[config.mk]
export PLATFORM = sky130hd
export DESIGN_NAME = mdio_apb_bridge_flat
export DESIGN_NICKNAME = d
export VERILOG_FILES = /design/src/rtl/mdio_apb_bridge_if.sv /design/src/rtl/mdio_apb_bridge.sv /design/src/flat_wrapper.sv
export SDC_FILE = /design/constraint.sdc
export NUM_CORES = 1
export LEC_CHECK = 0
export CAP_MARGIN = 20
export CELL_PAD_IN_SITES_DETAIL_PLACEMENT = 0
export CELL_PAD_IN_SITES_GLOBAL_PLACEMENT = 1
export CORE_UTILIZATION = 36
export CTS_CLUSTER_DIAMETER = 100
export DETAILED_ROUTE_END_ITERATION = 12
export GPL_ROUTABILITY_DRIVEN = 0
export PLACE_DENSITY = 0.86
export RECOVER_POWER = 25
export SYNTH_ARGS = -nofsm -noshare
export SYNTH_HDL_FRONTEND = slang
export SYNTH_SLANG_ARGS = --single-unit
[constraint.sdc]
create_clock -name clk_200m -period 2.6 [get_ports clk_200m]
set_clock_uncertainty 0.05 [all_clocks]
set_input_delay 0.39 -clock clk_200m [delete_from_list [all_inputs] [get_ports clk_200m]]
set_output_delay 0.39 -clock clk_200m [all_outputs]
set_load 0.02 [all_outputs]
[src/rtl/mdio_apb_bridge_if.sv]
// Bus bundles for the MDIO-to-APB bridge: the level request from the MDIO backend
// and the APB3 master port towards the chip register fabric.

interface mdio_req_if #(
    parameter int ADDR_W = 21
);
    logic              psel;
    logic              pwrite;
    logic [ADDR_W-1:0] paddr;
    logic [15:0]       pwdata;
    logic              pready;
    logic [15:0]       prdata;

    modport master (output psel, pwrite, paddr, pwdata, input pready, prdata);
    modport slave  (input psel, pwrite, paddr, pwdata, output pready, prdata);
endinterface

interface mdio_apb_bridge_if #(
    parameter int ADDR_W = 21
);
    logic              psel;
    logic              penable;
    logic              pwrite;
    logic [ADDR_W-1:0] paddr;
    logic [15:0]       pwdata;
    logic [15:0]       prdata;
    logic              pready;
    logic              pslverr;

    modport master (output psel, penable, pwrite, paddr, pwdata, input prdata, pready, pslverr);
    modport slave  (input psel, penable, pwrite, paddr, pwdata, output prdata, pready, pslverr);
endinterface

[src/rtl/mdio_apb_bridge.sv]
// Turns the MDIO backend's level request into one APB3 transfer, with an address
// limit, an ACCESS-phase timeout and error bookkeeping so a dead slave never stalls MDIO.

module mdio_apb_bridge #(
    parameter int                ADDR_W      = 21,
    parameter logic [ADDR_W-1:0] ADDR_LIMIT  = '1,
    parameter int                TIMEOUT_CYC = 255,
    parameter logic [15:0]       ERR_RDATA   = 16'hFFFF
) (
    input  logic              clk_200m,
    input  logic              rstn_200m,
    mdio_req_if.slave         req,
    mdio_apb_bridge_if.master m,
    input  logic              err_clr,
    output logic [7:0]        err_cnt,
    output logic              err_sticky,
    output logic [ADDR_W-1:0] last_err_addr
);

    localparam logic [7:0] TMO_LAST = 8'(TIMEOUT_CYC - 1);

    typedef enum logic [2:0] {
        ST_IDLE,
        ST_SETUP,
        ST_ACCESS,
        ST_DONE,
        ST_WAITLOW
    } state_t;

    state_t            state_q, state_d;
    logic [ADDR_W-1:0] addr_q, addr_d;
    logic [15:0]       wdata_q, wdata_d;
    logic              write_q, write_d;
    logic [7:0]        tmo_q, tmo_d;
    logic [15:0]       rdata_q, rdata_d;
    logic [7:0]        err_cnt_q, err_cnt_d;
    logic              err_sticky_q, err_sticky_d;
    logic [ADDR_W-1:0] last_err_q, last_err_d;
    logic              done_err;
    logic              over_limit;
    logic              apb_sel;

    // Widened compare keeps the check meaningful even when the limit is all ones.
    assign over_limit = ({1'b0, req.paddr} > {1'b0, ADDR_LIMIT});

    always_ff @(posedge clk_200m or negedge rstn_200m) begin
        if (!rstn_200m) begin
            state_q      <= ST_IDLE;
            addr_q       <= '0;
            wdata_q      <= '0;
            write_q      <= 1'b0;
            tmo_q        <= '0;
            rdata_q      <= '0;
            err_cnt_q    <= '0;
            err_sticky_q <= 1'b0;
            last_err_q   <= '0;
        end else begin
            state_q      <= state_d;
            addr_q       <= addr_d;
            wdata_q      <= wdata_d;
            write_q      <= write_d;
            tmo_q        <= tmo_d;
            rdata_q      <= rdata_d;
            err_cnt_q    <= err_cnt_d;
            err_sticky_q <= err_sticky_d;
            last_err_q   <= last_err_d;
        end
    end

    always_comb begin
        state_d      = state_q;
        addr_d       = addr_q;
        wdata_d      = wdata_q;
        write_d      = write_q;
        tmo_d        = tmo_q;
        rdata_d      = rdata_q;
        err_cnt_d    = err_cnt_q;
        err_sticky_d = err_sticky_q;
        last_err_d   = last_err_q;
        done_err     = 1'b0;

        case (state_q)
            ST_IDLE: begin
                if (req.psel) begin
                    addr_d  = req.paddr;
                    wdata_d = req.pwdata;
                    write_d = req.pwrite;
                    if (over_limit) begin
                        done_err = 1'b1;
                        if (!req.pwrite) rdata_d = ERR_RDATA;
                        state_d = ST_DONE;
                    end else begin
                        state_d = ST_SETUP;
                    end
                end
            end
            ST_SETUP: begin
                tmo_d   = '0;
                state_d = ST_ACCESS;
            end
            ST_ACCESS: begin
                if (m.pready) begin
                    done_err = m.pslverr;
                    if (!write_q) rdata_d = m.pslverr ? ERR_RDATA : m.prdata;
                    state_d = ST_DONE;
                end else if (tmo_q == TMO_LAST) begin
                    done_err = 1'b1;
                    if (!write_q) rdata_d = ERR_RDATA;
                    state_d = ST_DONE;
                end else begin
                    tmo_d = tmo_q + 8'd1;
                end
            end
            ST_DONE: begin
                tmo_d   = '0;
                state_d = ST_WAITLOW;
            end
            ST_WAITLOW: begin
                if (!req.psel) state_d = ST_IDLE;
            end
            default: state_d = ST_IDLE;
        endcase

        // Bookkeeping lands as DONE is entered, so it is visible alongside req_pready.
        if (err_clr) begin
            err_cnt_d    = '0;
            err_sticky_d = 1'b0;
        end else if (done_err) begin
            err_cnt_d    = (err_cnt_q == 8'hFF) ? 8'hFF : err_cnt_q + 8'd1;
            err_sticky_d = 1'b1;
        end
        if (done_err) last_err_d = addr_d;
    end

    assign apb_sel   = (state_q == ST_SETUP) || (state_q == ST_ACCESS);
    assign m.psel    = apb_sel;
    assign m.penable = (state_q == ST_ACCESS);
    assign m.pwrite  = apb_sel & write_q;
    assign m.paddr   = apb_sel ? addr_q : '0;
    assign m.pwdata  = apb_sel ? wdata_q : '0;

    assign req.pready = (state_q == ST_DONE);
    assign req.prdata = rdata_q;

    assign err_cnt       = err_cnt_q;
    assign err_sticky    = err_sticky_q;
    assign last_err_addr = last_err_q;

endmodule

[src/flat_wrapper.sv]
// flat-port wrapper written by rule: the top's interface ports become plain ports
module mdio_apb_bridge_flat 
#(
    parameter int                ADDR_W      = 21,
    parameter logic [ADDR_W-1:0] ADDR_LIMIT  = '1,
    parameter int                TIMEOUT_CYC = 255,
    parameter logic [15:0]       ERR_RDATA   = 16'hFFFF
)
  (clk_200m, rstn_200m, err_clr, err_cnt, err_sticky, last_err_addr, req_psel, req_pwrite, req_paddr, req_pwdata, req_pready, req_prdata, m_psel, m_penable, m_pwrite, m_paddr, m_pwdata, m_prdata, m_pready, m_pslverr);
  mdio_req_if #(.ADDR_W(ADDR_W)) req_i ();
  mdio_apb_bridge_if #(.ADDR_W(ADDR_W)) m_i ();
  input  logic clk_200m;
  input  logic rstn_200m;
  input  logic err_clr;
  output logic [7:0] err_cnt;
  output logic err_sticky;
  output logic [ADDR_W-1:0] last_err_addr;
  input wire logic [$bits(req_i.psel)-1:0] req_psel;
  input wire logic [$bits(req_i.pwrite)-1:0] req_pwrite;
  input wire logic [$bits(req_i.paddr)-1:0] req_paddr;
  input wire logic [$bits(req_i.pwdata)-1:0] req_pwdata;
  output wire logic [$bits(req_i.pready)-1:0] req_pready;
  output wire logic [$bits(req_i.prdata)-1:0] req_prdata;
  output wire logic [$bits(m_i.psel)-1:0] m_psel;
  output wire logic [$bits(m_i.penable)-1:0] m_penable;
  output wire logic [$bits(m_i.pwrite)-1:0] m_pwrite;
  output wire logic [$bits(m_i.paddr)-1:0] m_paddr;
  output wire logic [$bits(m_i.pwdata)-1:0] m_pwdata;
  input wire logic [$bits(m_i.prdata)-1:0] m_prdata;
  input wire logic [$bits(m_i.pready)-1:0] m_pready;
  input wire logic [$bits(m_i.pslverr)-1:0] m_pslverr;
  assign req_i.psel = req_psel;
  assign req_i.pwrite = req_pwrite;
  assign req_i.paddr = req_paddr;
  assign req_i.pwdata = req_pwdata;
  assign req_pready = req_i.pready;
  assign req_prdata = req_i.prdata;
  assign m_psel = m_i.psel;
  assign m_penable = m_i.penable;
  assign m_pwrite = m_i.pwrite;
  assign m_paddr = m_i.paddr;
  assign m_pwdata = m_i.pwdata;
  assign m_i.prdata = m_prdata;
  assign m_i.pready = m_pready;
  assign m_i.pslverr = m_pslverr;
  mdio_apb_bridge #(.ADDR_W(ADDR_W), .ADDR_LIMIT(ADDR_LIMIT), .TIMEOUT_CYC(TIMEOUT_CYC), .ERR_RDATA(ERR_RDATA)) u_core (.clk_200m(clk_200m), .rstn_200m(rstn_200m), .req(req_i), .m(m_i), .err_clr(err_clr), .err_cnt(err_cnt), .err_sticky(err_sticky), .last_err_addr(last_err_addr));
endmodule
# After elaboration in Yosys (flattened, before gate mapping)
# Cells that the tools add are included.
[classes]
mux = 25
reduce_logical = 10
bitwise_logic = 2
addsub = 2
n_eq_ne = 11
[op_table]
columns = ["operator", "count"]
rows = [
  ["$mux 16", 6],
  ["$mux 21", 3],
  ["$mux 8", 5],
  ["$add 8x1->8 const B", 2],
  ["$eq 8x8->1 const B", 2],
  ["$pmux 8 s2", 1],
  ["$pmux 3 s5", 1],
  ["$mux 3", 4],
  ["$reduce_and 3->1", 3],
  ["$ne 2x2->1 const B", 4],
  ["$eq 3x2->1 const B", 2],
  ["$reduce_bool 2->1", 3],
  ["$mux 1", 5],
  ["$eq 3x1->1 const B", 1],
  ["$eq 3x3->1 const B", 1],
  ["$logic_not 3->1", 1],
  ["$ne 3x1->1 const B", 1],
  ["$reduce_and 2->1", 1],
  ["$reduce_or 2->1", 1],
  ["$and 1x1->1", 1],
  ["$logic_or 1x1->1", 1],
  ["$not 1->1", 1],
]
[word_totals]
input_bits = 60
word_cells = 59
reg_bits = 95
output_inout_bits = 87

# Depth between registers and ports, before layout
[logic_depth]
ltp_word = 6
mapped_depth = 7
mapped_depth_nobuf = 6

# Worst setup path before layout
# No wires, ideal clock.
[synth_path]
path_type = "register to register"
from = "register u_core.tmo_q[0]"
to = "register u_core.rdata_q[10] (netlist: u_core.req.prdata[10])"
setup_slack_ns = 0.635
required_ns = 2.425
path_stages_with_launch = 8
setup_ns = 0.125
n_path_buf = 1
arrival_time_ns = 1.790
synth_period_minus_slack_ns = 1.965
cell_sequence = "dfrtp_1 > inv_1 > ha_1 > nand3_1 > o21bai_2 > nor3b_4 > buf_12 > mux2_4"
[synth_via]
elab_chain_len = 3
[synth_rtl]
columns = ["element", "line", "text"]
rows = [
  ["start, declared", "mdio_apb_bridge.sv:34", "logic [7:0] tmo_q, tmo_d;"],
  ["start signal, assigned", "mdio_apb_bridge.sv:62", "tmo_q <= tmo_d;"],
  ["$eq 8x8->1", "mdio_apb_bridge.sv:106", "end else if (tmo_q == TMO_LAST) begin"],
  ["$reduce_bool 2->1 (no source line)", "n/a", ""],
  ["$reduce_and 3->1 (no source line)", "n/a", ""],
  ["end signal, assigned", "mdio_apb_bridge.sv:63", "rdata_q <= rdata_d;"],
  ["end, declared", "mdio_apb_bridge.sv:35", "logic [15:0] rdata_q, rdata_d;"],
]
# Every way passes these cells.
# A chain may end at the register's enable or synchronous reset.

# Worst setup path after layout
[layout_path]
from = "register u_core.state_q[2]"
to = "output port req_pready"
[layout_via]
elab_chain_len = 1
[layout_rtl]
columns = ["element", "line", "text"]
rows = [
  ["start, declared", "mdio_apb_bridge.sv:30", "state_t state_q, state_d;"],
  ["start signal, assigned", "mdio_apb_bridge.sv:58", "state_q <= state_d;"],
  ["$eq 3x2->1", "mdio_apb_bridge.sv:142", "assign req.pready = (state_q == ST_DONE);"],
  ["end, declared", "flat_wrapper.sv:22", "output wire logic [$bits(req_i.pready)-1:0] req_pready;"],
]
# Every way passes these cells.

==> run metrics <==
via-per-instance ratio 4.99; status finished clean; DR vias roughly 3.2k; worst setup margin between 0.15 and 0.2 ns; Final setup viols 0; CP required 2.16 ns; register bit total from synthesis 95; critical path arrival 1.99 ns; TritonCTS buffer count 9; standard-cell rows 40; CP Capture Type output pin; first-pass GRT wire length 17,000 µm; register area ~2400 µm²; Pwr Density 1250 nW/µm²; GRT Total Usage 0.171; Cells after Synth 328; r2r startpoint u_core.tmo_q[0]$_DFFE_PN0P_; sequential share of the synthesized area 0.536; maxcap violations 0; die area around 13,000 µm²; DRT iter0 DRCs 92; static leakage 3.11 nW; Congestion Overflow GR 0; final hold vios 0; Die H roughly 110 µm; Area Growth Syn to Fin 45.7%; clk buf depth 2; Hold Path Origin u_core.wdata_q[14]$_DFFE_PN0P_; Setup Crit Path Kind register to output pin; Ys Warns 0; hold path cells 1; most frequent cells in the layout clkdlybuf4s50_1, dfrtp_1, and2_1, mux2_2, dlymetal6s2s_1; WP buf/inv 1; input/output buffers about 150; drt pass-1 iters 4; multi-input combinational cell area 1940 µm²; CTS Root Cell clkbuf_16; clk_lat worst skew ~0.34 ns; worst slew pin tran 1.05 ns; Post-DRT Antenna Nets 0; Synth Net Count 391; crit path time final 2.43 ns; Mapped Avg Cell Area 13.5 µm²; drt wl/cell around 17 µm; pre-CTS setup slack 0.298 ns; total chip power 8.09 mW; Slowest-stage cell, CP clkdlybuf4s50_1; Post-CTS Setup Inserts 0; RSZ-0062 raised after global routing false; delay of the slowest critical-path stage 0.64 ns; Final HPWL DP 7350 µm; Routed WL around 10,000 µm; HP Class register to register; nature of the critical path startpoint register; crit-path max FO 8; share of layout cells above drive strength 1 0.214; Die Wd 113 µm; cell area after synthesis 4430 µm²; Core Box Area 12,000 µm²; DRC viols 0; cell family with most CP delay buffers and inverters; CTS tree done; Reg2Reg Setup Slack 0.46 ns; Sink Count 95; most common cell after layout, fill and taps aside clkdlybuf4s50_1; max-slew violation count 0; r2r worst-path depth 7; largest net degree at the start of global routing 56; H-tree lvl count 3; FMAX 0.411 GHz; VDD IR max 0.000616 V; vias in the first global route 3,350; final-stage net count 544; Tcrit/Tclk final 0.935; crit-path cells nor2b_1 > and2_0 > clkdlybuf4s50_1; Synth cell types 43; antenna cells 0; Rel. slew slack 0.302; initial antenna violation count 0; # fillers about 1k; Post-Route Setup TNS 0 ns; Reg clk slew, reported paths 0.07 ns; reg2reg end u_core.last_err_addr[20]$_DFFE_PN0P_; Hold Path End u_core.wdata_q[14]$_DFFE_PN0P_; Top-Level Pins around 150; Starting Density 0.369
[synthesized netlist by cell type (all sizes together)]
| cell type | count | area share |
|---|---|---|
| nand2 | 9 | 0.0093 |
| xnor2 | 2 | 0.0040 |
| o21bai | 1 | 0.0025 |
| mux2 | 75 | 0.21 |
| nor2b | 5 | 0.0071 |
| nand2b | 17 | 0.024 |
| o31a | 1 | 0.0023 |
| nor4b | 2 | 0.0068 |
| nor4bb | 1 | 0.0023 |
| mux2i | 3 | 0.0068 |
| o21a | 1 | 0.0017 |
| o31ai | 2 | 0.0065 |
| o211ai | 1 | 0.0017 |
| nor4 | 1 | 0.0014 |
| a31oi | 4 | 0.0056 |
| clkbuf | 4 | 0.0034 |
| o21ai | 3 | 0.0034 |
| a41oi | 3 | 0.0059 |
| nor3 | 3 | 0.0034 |
| or3 | 1 | 0.0014 |
| inv | 2 | 0.0017 |
| dfrtp | 95 | 0.54 |
| and2 | 40 | 0.056 |
| a311oi | 6 | 0.012 |
| or2 | 1 | 0.0014 |
| and3 | 5 | 0.0071 |
| buf | 10 | 0.023 |
| nor2 | 10 | 0.012 |
| a211oi | 2 | 0.0034 |
| a21oi | 4 | 0.0045 |
| nand3 | 5 | 0.0056 |
| nor3b | 1 | 0.0042 |
| nand4 | 5 | 0.010 |
| ha | 3 | 0.0085 |
[worst reg2reg max path, cell delays in order (launching register included)]
cell and delay, ns:
dfrtp_1 0.45, inv_1 0.09, ha_1 0.17, nand3_1 0.20
o31a_2 0.41, nor2_8 0.10, buf_12 0.22, mux2_2 0.36
[layout make-up]
cell class | count | area share
inverters | 2 | 0.00116
clock inverters | 6 | 0.00697
well taps | 147 | 0.0285
multi-input cells | 217 | 0.301
repair buffers | 156 | 0.257
clock buffers | 10 | 0.0370
flip-flops and latches | 95 | 0.368
[where the power goes]
group | switching (mW) | internal, mW
logic | 2.08 | 2.26
clock network | 0.579 | 0.678
registers | 0.390 | 2.10
total | 3.05 | 5.04
[kinds of logic after synthesis]
kind of cell             share of synthesized area
XOR/XNOR                                   0.00395
multiplexers                                 0.221
AO/OA/AOI/OAI                               0.0494
buffers and inverters                       0.0277
adder cells (fa/ha/maj)                    0.00847
flip-flops                                   0.536
AND/OR/NAND/NOR                              0.153
[registers in the layout, indices dropped and copies added (netlist names)]
name / flops
u_core.err_cnt: 8
u_core.state_q: 3
u_core.write_q: 1
u_core.addr_q: 21
u_core.last_err_addr: 21
u_core.tmo_q: 8
u_core.req.prdata: 16
u_core.wdata_q: 16
u_core.err_sticky: 1
[through the flow]
step / hold slack [ns] / utilization / instances / cell area, µm²
after global routing: 0.465 / 0.538 / 633 / 6460
after CTS: 0.452 / 0.531 / 633 / 6380
after floorplan: 0.0444 / - / 328 / 4430
after detailed placement: 0.364 / 0.507 / 616 / 6090
after global placement: 0.355 / 0.507 / 616 / 6090
final: 0.448 / 0.538 / 633 / 6460
[how the worst max path moves through the flow]
| stage | start | endpoint | slack, ns | depth (start not counted) |
|---|---|---|---|---|
| after CTS | u_core.state_q[0]$_DFFE_PN0P_ | m_paddr[8] | 0.002 | 5 |
| after detailed placement | req_psel | u_core.last_err_addr[4]$_DFFE_PN0P_ | 0.30 | 5 |
| after global placement | u_core.state_q[1]$_DFFE_PN0P_ | m_paddr[0] | 0.32 | 5 |
| final | u_core.state_q[2]$_DFFE_PN0P_ | req_pready | 0.17 | 3 |
| after floorplan | u_core.tmo_q[0]$_DFFE_PN0P_ | u_core.req.prdata[10]$_DFFE_PN0P_ | 0.64 | 7 |
| after global routing | u_core.state_q[2]$_DFFE_PN0P_ | req_pready | 0.04 | 3 |
[layer usage]
layer,GRT usage,share of wire
met5,0,0
met1,0.225,0.46
met2,0.276,0.47
met4,0.0579,0.014
met3,0.0423,0.058
[what timing repair did]
| item | in CTS | in global routing |
|---|---|---|
| hold buffers | 1 | 0 |
| endpoints found under the setup margin | 38 | 31 |
| gates resized for setup | 10 | 32 |
| hold endpoints to repair | 3 | 0 |
Power figures use the tool's default switching activity.
